==> config.mk <==
export PLATFORM = sky130hd
export DESIGN_NAME = uart_tx_fifo
export DESIGN_NICKNAME = d
export VERILOG_FILES = /design/src/rtl/uart_tx_fifo.sv
export SDC_FILE = /design/constraint.sdc
export NUM_CORES = 1
export LEC_CHECK = 0
export BUFFER_PORTS_ARGS = -buffer_cell sky130_fd_sc_hd__buf_4
export CAP_MARGIN = 30
export CORE_ASPECT_RATIO = 0.7
export CORE_MARGIN = 2
export CORE_UTILIZATION = 45
export CTS_BUF_LIST = sky130_fd_sc_hd__clkbuf_8
export DETAILED_ROUTE_END_ITERATION = 6
export PLACE_DENSITY_LB_ADDON = 0.12
export SYNTH_ARGS = -nofsm -noshare
export SYNTH_HDL_FRONTEND = slang
export SYNTH_SLANG_ARGS = --single-unit
export TNS_END_PERCENT = 50
==> constraint.sdc <==
create_clock -name clk -period 4.4 [get_ports clk]
set_clock_uncertainty 0.1 [all_clocks]
set_input_delay 0.22 -clock clk [delete_from_list [all_inputs] [get_ports clk]]
set_output_delay 0.22 -clock clk [all_outputs]
set_load 0.1 [all_outputs]
==> src/rtl/uart_tx_fifo.sv <==
// uart_tx_fifo: word-level transmit FIFO feeding the 4-byte UART transmit
// buffer stage. Words of {is_b, data} are queued in a circular buffer and
// handed to the buffer stage one at a time through a start/busy handshake.
//
// Optional feature: define UART_TX_FIFO_OVF_EN to add a sticky `overflow`
// output that records any write attempted while the FIFO is full.

`timescale 1ns/1ps

module uart_tx_fifo #(
    parameter int unsigned DEPTH = 16
) (
    input  logic        clk,
    input  logic        rst,
    input  logic [31:0] wdata,
    input  logic        wr_is_b,
    input  logic        wr_en,
    output logic        full,
    output logic        empty,
    output logic [31:0] sdata,
    output logic        is_b,
    output logic        tx_buf_start,
    input  logic        tx_buf_busy
`ifdef UART_TX_FIFO_OVF_EN
    ,
    output logic        overflow
`endif
);

    // Pointer width is derived from the depth and never set independently.
    localparam int unsigned AW = $clog2(DEPTH);
    localparam logic [AW:0] FullCnt = (AW + 1)'(DEPTH);

    typedef enum logic [1:0] {
        StIdle,
        StAck,
        StDone
    } state_e;

    // Storage and pointers.
    logic [32:0]   mem_q [DEPTH];
    logic [AW-1:0] wr_ptr_q, wr_ptr_d;
    logic [AW-1:0] rd_ptr_q, rd_ptr_d;
    logic [AW:0]   count_q, count_d;
    logic          full_q, full_d;
    logic          empty_q, empty_d;

    // Drain FSM and its registered outputs.
    state_e        state_q, state_d;
    logic          start_q, start_d;
    logic [31:0]   sdata_q, sdata_d;
    logic          is_b_q, is_b_d;

    logic          push;
    logic          pop;

    // A write is taken only when the FIFO was not full before this edge; a pop in the
    // same cycle does not make room for it.
    assign push = wr_en && !full_q;

    // A pop happens only on the IDLE->ACK transition. It is gated by the registered
    // empty flag, so a word written this cycle cannot also leave this cycle.
    assign pop = (state_q == StIdle) && !empty_q && !tx_buf_busy;

    // Drain FSM next state: issue one word, wait for busy to rise, then wait for it to fall.
    always_comb begin
        state_d  = state_q;
        start_d  = 1'b0;
        sdata_d  = sdata_q;
        is_b_d   = is_b_q;
        rd_ptr_d = rd_ptr_q;
        unique case (state_q)
            StIdle: begin
                if (pop) begin
                    {is_b_d, sdata_d} = mem_q[rd_ptr_q];
                    rd_ptr_d          = rd_ptr_q + AW'(1);
                    start_d           = 1'b1;
                    state_d           = StAck;
                end
            end
            StAck: begin
                if (tx_buf_busy) begin
                    state_d = StDone;
                end
            end
            StDone: begin
                if (!tx_buf_busy) begin
                    state_d = StIdle;
                end
            end
            default: begin
                state_d = StIdle;
            end
        endcase
    end

    // Occupancy bookkeeping: pointers, count and the registered full/empty flags.
    always_comb begin
        wr_ptr_d = wr_ptr_q;
        count_d  = count_q;
        if (push) begin
            wr_ptr_d = wr_ptr_q + AW'(1);
        end
        if (push && !pop) begin
            count_d = count_q + (AW + 1)'(1);
        end else if (pop && !push) begin
            count_d = count_q - (AW + 1)'(1);
        end
        full_d  = (count_d == FullCnt);
        empty_d = (count_d == '0);
    end

    // Entry storage. Left unreset: reset empties the FIFO through the pointers and count.
    always_ff @(posedge clk) begin
        if (push) begin
            mem_q[wr_ptr_q] <= {wr_is_b, wdata};
        end
    end

    // FSM state, registered drain outputs and FIFO bookkeeping.
    always_ff @(posedge clk) begin
        if (rst) begin
            state_q  <= StIdle;
            start_q  <= 1'b0;
            sdata_q  <= '0;
            is_b_q   <= 1'b0;
            rd_ptr_q <= '0;
            wr_ptr_q <= '0;
            count_q  <= '0;
            full_q   <= 1'b0;
            empty_q  <= 1'b1;
        end else begin
            state_q  <= state_d;
            start_q  <= start_d;
            sdata_q  <= sdata_d;
            is_b_q   <= is_b_d;
            rd_ptr_q <= rd_ptr_d;
            wr_ptr_q <= wr_ptr_d;
            count_q  <= count_d;
            full_q   <= full_d;
            empty_q  <= empty_d;
        end
    end

    assign full         = full_q;
    assign empty        = empty_q;
    assign sdata        = sdata_q;
    assign is_b         = is_b_q;
    assign tx_buf_start = start_q;

`ifdef UART_TX_FIFO_OVF_EN
    logic ovf_q, ovf_d;

    // Sticky drop flag: any write attempt against a full FIFO sets it until reset.
    always_comb begin
        ovf_d = ovf_q | (wr_en & full_q);
    end

    // Overflow flag register.
    always_ff @(posedge clk) begin
        if (rst) begin
            ovf_q <= 1'b0;
        end else begin
            ovf_q <= ovf_d;
        end
    end

    assign overflow = ovf_q;
`endif

endmodule

==> results by group, run 1 <==
Outcome
  • Status: complete, no violations

Worst setup path
  • R2R depth: 4
  • Setup crit end kind: flip-flop
  • Reg2reg start: state_q[1]$_SDFFE_PP0P_
  • Worst path bufs/invs: 1
  • Nature of the critical path startpoint: flip-flop
  • Crit path cell chain: or4_1, nor2_4, buf_4, a22o_1
  • Crit path max fanout: 18
  • CP arrival: 3.03 ns
  • CP max stage delay: 0.73 ns
  • Levels on crit path: 4
  • Reg2reg setup slack: 1.85 ns
  • Crit Path Class: flip-flop to flip-flop
  • Slowest cell on crit path: or4_1
  • Cell family with most CP delay: simple AND/OR/NAND/NOR gates
  • Required time of the critical path: 4.87 ns
  • RR Endpoint: sdata[20]$_SDFFE_PP0P_
  • Worst setup endpoint: sdata[20]$_SDFFE_PP0P_
  • Worst Setup SP: state_q[1]$_SDFFE_PP0P_

Floorplan
  • Total die area: 49800 µm²
  • Ports: 73
  • Die Wd: 266 µm
  • Die H: 187 µm
  • Initial Utilization: 45.4%
  • Core Area: 47600 µm²
  • Row cnt: 67

STA
  • Final setup TNS: 0 ns
  • RSZ-0062 raised after global routing: no
  • Max_slew headroom: 36.1%
  • Fin. Hold Viols: 0
  • Final setup fails: 0
  • Actual slew at the worst max-slew pin: 0.956 ns
  • Tmin final: 2.55 ns
  • FMAX: 392 MHz
  • Pins over their slew limit: 0
  • Worst hold slack: 0.309 ns
  • Final period utilization: 58.0%

Power
  • Flop pwr share: 53.2%
  • Power Internal: 0.00871 W
  • Logic pwr share: 12.2%
  • Clock Power Share: 34.6%
  • Worst VDD drop: 0.000244 V
  • Switching Fraction: 25.7%
  • Pleak: 8.15 nW
  • Power Density: 464 nW/µm²
  • Sw power: 0.00301 W

Synthesis
  • Cell count after synthesis: 1000
  • Syn Std Cell Area: 21600 µm²
  • Mean Syn Cell Area: 21.6 µm²
  • Combinational family with the most area after synthesis: multiplexers
  • EDFF count, synth: 528
  • YS warnings: 0
  • Share of the synthesized area in the top cell type: 73.4%
  • XOR/XNOR share of the synthesized area: 0.405%
  • Most frequent cells after synthesis: 528 x edfxtp_1, 132 x mux4_2, 66 x a22oi_1
  • Distinct cells, synth: 39
  • Count leader, synth: edfxtp_1
  • Compound-Gate Fraction of Synth Area: 4.02%
  • Register bit total from synthesis: 579
  • Adder-cell area share of the yosys netlist: 0.405%
  • Syn_nets: 1044
  • Synth Area in Simple Gates: 2.16%
  • Post-synthesis mux area share: 13.8%
  • Seq/Total Area, Yosys: 78.1%
  • Top FF cell, synth: edfxtp_1
  • Share of synthesized registers carrying an async set or reset: 0%
  • Yosys top cell by area: edfxtp_1
  • Top cells by area, synth: edfxtp_1 73%, mux4_2 14%, dfxtp_1 4.7%, a22oi_1 2.3%, a22o_1 1.3%

Placed design
  • Post-DP HPWL: 26.7 mm
  • DP Cell Count: 1674
  • I/O Buffers: 72
  • Routability cong.: 0.700

CTS
  • Clock slew at reported path FFs: 0.06 ns
  • Clock latency at the later pin of the worst-skew pair: 0.65 ns
  • Resize count post-CTS: 0
  • Clock sink count: 579
  • CTS tree: yes
  • CTS Buf Count: 87
  • H-tree Lvls: 3
  • Clk buf depth: 3
  • Clock root cell: clkbuf_8

Layout
  • Register area: 16900 µm²
  • Filler instances: 3745
  • Layout overhead on the synthesized area: 16.8%
  • Nets: 1225
  • Fin cells: 1876
  • Share of layout cells above drive strength 1: 30.5%
  • Multi-input combinational cell area: 4630 µm²
  • Core Util, Final: 53.0%

Routing
  • Final WL: 49.7 mm
  • ANT nets after route: 0
  • DRT iter0 DRCs: 1160
  • Routed wire per std cell: 26.5 µm
  • Mean number of vias per cell: 5.67
  • Via count: 10600
  • Remaining DRCs: 0
  • First-pass DRT Iterations: 5

Global routing
  • First-pass GRT wire length: 73.3 mm
  • Largest net degree at the start of global routing: 49
  • Gr usage total: 20.4%
  • Vias in the first global route: 10900
  • Grt total ovfl: 0
  • Initial antenna violation count: 1

Hold path
  • Worst hold path type: input port to flip-flop
  • Hold depth: 2

Flow run
  • Max Cap Viol: 0
==> registers in the layout, indices dropped and copies added (netlist names) <==
register / count
empty: 1
state_q: 2
mem_q: 528
sdata: 32
is_b: 1
count_q: 5
tx_buf_start: 1
full: 1
rd_ptr_q: 4
wr_ptr_q: 4
==> power groups by stage <==
stage / clock network, W / logic [W] / registers (W)
finish: 0.00405 / 0.00143 / 0.00624
global route: 0.00440 / 0.00153 / 0.00625
floorplan: 0 / 0.000765 / 0.00661
global placement: 0 / 0.00142 / 0.00635
CTS: 0.00416 / 0.00146 / 0.00624
detailed placement: 0 / 0.00142 / 0.00636
==> kinds of logic (layout without fill, tap and decap cells) <==
family          count (synthesis)  in the layout
compound gates                111            111
xor+xnor                       10             10
fa+ha+maj                       7              7
buf+inv                        62            316
flops                         579            579
mux                           132            132
other cells                     0              1
simple gates                   99             99
==> layer usage <==
layer / track usage (%) / up-vias / part of all wire [%]
met2: 30.4 / 322 / 46
met1: 31.4 / 5662 / 47
met5: 0 / - / 0
met3: 3.83 / 71 / 5.6
li1: - / 4578 / -
met4: 4.73 / 0 / 1.6
==> metrics by stage <==
step	area [µm²]	total power, W	worst slack [ns]
5_1_grt	25200	0.0122	1.69
6_report	25200	0.0117	1.85
3_3_place_gp	23200	0.00777	1.87
2_1_floorplan	21600	0.00737	0.0486
3_5_place_dp	23200	0.00778	1.86
4_1_cts	25200	0.0119	1.84
==> cell type report <==
type                    instances  share of cell area [%]
clock inverters                71                    1.35
well taps                     621                    3.08
diodes                          1                 0.00991
repair buffers                149                    5.26
multi-input cells             359                    18.4
flip-flops and latches        579                    66.9
inverters                       5                  0.0744
clock buffers                  91                    4.96
==> what timing repair did <==
| item | CTS | global route |
|---|---|---|
| endpoints found under the hold margin | 545 | 0 |
| hold buffers | 37 | 0 |
| buffers inserted | 0 | 0 |
==> layout by cell type, fill, tap and decap left out, types with 4 or more instances in the layout <==
cell type | netlist | layout
a22oi_1 | 66 | 66
inv_1 | 5 | 35
xor2_1 | 6 | 6
mux4_2 | 132 | 132
clkbuf_8 | 0 | 91
clkinv_2 | 0 | 12
nor3_2 | 0 | 4
xnor2_1 | 4 | 4
dlygate4sd3_1 | 0 | 37
ha_1 | 7 | 7
a22o_1 | 33 | 33
buf_16 | 0 | 4
nor2_4 | 0 | 15
clkinv_1 | 0 | 22
dfxtp_1 | 51 | 49
buf_4 | 0 | 105
nand2b_1 | 4 | 4
nand2_1 | 45 | 45
nor2_1 | 25 | 10
edfxtp_1 | 528 | 528
==> worst min-delay path by stage <==
stage,end,slack (ns),from
after CTS,mem_q[9][7]$_DFFE_PP_,0.26,wdata[7]
after detailed placement,state_q[0]$_SDFFE_PP0P_,0.35,tx_buf_busy
after global routing,mem_q[9][7]$_DFFE_PP_,0.29,wdata[7]
after global placement,state_q[0]$_SDFFE_PP0P_,0.34,tx_buf_busy
final,mem_q[9][7]$_DFFE_PP_,0.31,wdata[7]
after floorplan,state_q[0]$_SDFFE_PP0P_,0.21,tx_buf_busy
(Power assumes the default switching activity.)
==> inputs of run 2 (changes only) <==
Clock period 4.4 ns to 2.65 ns, I/O delays scaled along.
==> run 2 against run 1 <==
Die area is the same. Clock power up 78%. Largest power group unchanged. Routed wire length rose by 0.23%. Register-to-register slack worse by 1.4 ns. Critical path depth is 1 higher. Sequential share of layout area is 1.0 points lower. Highest routed layer is now met5. Final cell count grew 0.43%. Count of clock-buffer cells in the layout grew 11. Worst setup slack worse by 1.4 ns. Global-route usage is essentially flat. Hold slack got worse by 0.098 ns. Sequential cell count did not move.
==> results by group, run 2 (synthesis results as in run 1) <==
Worst setup path
  • Required time of the critical path: 3.12 ns (was 4.87 ns)
  • Crit Path Class: flip-flop to flip-flop (unchanged)
  • Reg2reg start: state_q[1]$_SDFFE_PP0P_ (unchanged)
  • Worst Setup SP: state_q[1]$_SDFFE_PP0P_ (unchanged)
  • Nature of the critical path startpoint: flip-flop (unchanged)
  • Crit path max fanout: 9 (was 18)
  • Reg2reg setup slack: 0.42 ns (was 1.85 ns)
  • Crit path cell chain: or4_1, and3_4, a31oi_1, xor2_1, nor4bb_2 (was or4_1, nor2_4, buf_4, a22o_1)
  • CP arrival: 2.70 ns (was 3.03 ns)
  • Worst path bufs/invs: 0 (was 1)
  • Cell family with most CP delay: simple AND/OR/NAND/NOR gates (unchanged)
  • CP max stage delay: 0.73 ns (about the same)
  • Slowest cell on crit path: or4_1 (unchanged)
  • Setup crit end kind: flip-flop (unchanged)

CTS
  • CTS tree: yes (unchanged)
  • Clock sink count: 579 (unchanged)
  • Clock slew at reported path FFs: 0.07 ns (was 0.06 ns)
  • Setup Fix Bufs, Post-CTS: 0 (unchanged)
  • Clock latency at the later pin of the worst-skew pair: 0.67 ns (was 0.65 ns)
  • Clock root cell: clkbuf_8 (unchanged)
  • Clk buf depth: 3 (unchanged)
  • CTS Buf Count: 87 (unchanged)
  • H-tree Lvls: 3 (unchanged)

Hold path
  • Worst Min Path Start: wdata[7] (unchanged)
  • Worst hold path type: input port to flip-flop (unchanged)

Layout
  • Most flop-heavy register: mem_q (unchanged)
  • Number of diodes: 0 (was 1)
  • Share of layout cells above drive strength 1: 31.8% (was 30.5%)
  • Most frequent cells in the layout: 528 x edfxtp_1, 132 x mux4_2, 102 x clkbuf_8 (was 528 x edfxtp_1, 132 x mux4_2, 105 x buf_4)
  • Non-Filler Cell Area, Final: 25600 µm² (was 25200 µm²)
  • Layout overhead on the synthesized area: 18.6% (was 16.8%)
  • Nets: 1236 (was 1225)
  • Max reg flops: 528 (unchanged)
  • Most common cell after layout, fill and taps aside: edfxtp_1 (unchanged)

STA
  • Actual slew at the worst max-slew pin: 0.509 ns (was 0.956 ns)
  • Final setup fails: 0 (unchanged)
  • Fin. Hold Viols: 0 (unchanged)
  • Pins over their slew limit: 0 (unchanged)
  • Final Worst Setup Slack: 0.416 ns (was 1.85 ns)
  • FMAX: 448 MHz (was 392 MHz)
  • Max_slew headroom: 66.0% (was 36.1%)
  • RSZ-0062 raised after global routing: no (unchanged)
  • Tmin final: 2.23 ns (was 2.55 ns)
  • Final period utilization: 84.3% (was 58.0%)
  • Final setup TNS: 0 ns (unchanged)

Floorplan
  • Total die area: 49800 µm² (unchanged)
  • Die Wd: 266 µm (unchanged)
  • Row cnt: 67 (unchanged)
  • Core Area: 47600 µm² (unchanged)
  • Initial Utilization: 45.4% (unchanged)
  • Die H: 187 µm (unchanged)
  • Ports: 73 (unchanged)

Routing
  • Mean number of vias per cell: 5.72 (was 5.67)
  • Via count: 10800 (was 10600)
  • DRT iter0 DRCs: 1023 (was 1160)
  • Routed wire per std cell: 26.5 µm (about the same)
  • First-pass DRT Iterations: 5 (unchanged)
  • Remaining DRCs: 0 (unchanged)
  • ANT nets after route: 0 (unchanged)
  • Final WL: 49.9 mm (was 49.7 mm)

Global routing
  • Gr usage total: 20.4% (about the same)
  • First-pass GRT wire length: 72.9 mm (was 73.3 mm)
  • Initial antenna violation count: 1 (unchanged)
  • Largest net degree at the start of global routing: 71 (was 49)
  • Grt total ovfl: 0 (unchanged)
  • Vias in the first global route: 11100 (was 10900)

Placed design
  • Dpl ws: 0.435 ns (was 1.86 ns)
  • Routability cong.: 0.700 (about the same)
  • Post-DP HPWL: 25.3 mm (was 26.7 mm)
  • Area of placed instances: 23500 µm² (was 23200 µm²)
  • I/O Buffers: 72 (unchanged)

Power
  • Power Density: 780 nW/µm² (was 464 nW/µm²)
  • Pleak: 8.29 nW (was 8.15 nW)
  • Tot Pwr: 0.0200 W (was 0.0117 W)
  • Worst VDD drop: 0.000435 V (was 0.000244 V)

Outcome
  • Status: complete, no violations (unchanged)

Flow run
  • Max Cap Viol: 0 (unchanged)
[run 2: path summary, 6_finish.rpt]
check | endpoint | cells past startpoint
setup / recovery | full$_SDFF_PP0_ | 5
hold / removal | mem_q[2][7]$_DFFE_PP_ | 2
setup reg to reg | full$_SDFF_PP0_ | 5
hold reg to reg | sdata[21]$_SDFFE_PP0P_ | 1
[run 2: through the flow]
stage / instances / hold slack (ns) / util, %
floorplan: 1000 / 0.122 / -
global placement: 1687 / 0.261 / 49.4
detailed placement: 1687 / 0.271 / 49.4
CTS: 1884 / 0.148 / 53.8
global route: 1884 / 0.170 / 53.8
finish: 1884 / 0.211 / 53.8
[run 2: report_power, final]
part,switching [W],total (W),internal (W)
Clock,0.00341,0.00721,0.00380
Combinational,0.00144,0.00246,0.00102
Sequential,0.000134,0.0103,0.0102
[run 2: final cells by class]
| class | instances | area (µm²) |
|---|---|---|
| fillers | 3684 | 22000 |
| flip-flops and latches | 579 | 16900 |
| multi-input cells | 359 | 4660 |
| repair buffers | 160 | 1570 |
| clock buffers | 102 | 1400 |
| well taps | 621 | 777 |
| clock inverters | 58 | 324 |
| inverters | 5 | 18.8 |
[run 2: what timing repair did]
| action | CTS | global route |
|---|---|---|
| hold endpoints to repair | 546 | 0 |
| hold buffers | 37 | 0 |
| gates resized for setup | 0 | 0 |
[run 2: layer usage]
| layer | routed length [µm] | vias up | part of all wire, % | global-route usage [%] |
|---|---|---|---|---|
| li1 | - | 4603 | - | - |
| met1 | 22500 | 5772 | 45 | 29.6 |
| met2 | 23400 | 319 | 47 | 31.3 |
| met3 | 3180 | 72 | 6.4 | 5.27 |
| met4 | 786 | 2 | 1.6 | 5.08 |
| met5 | 7 | - | 0.014 | 0 |
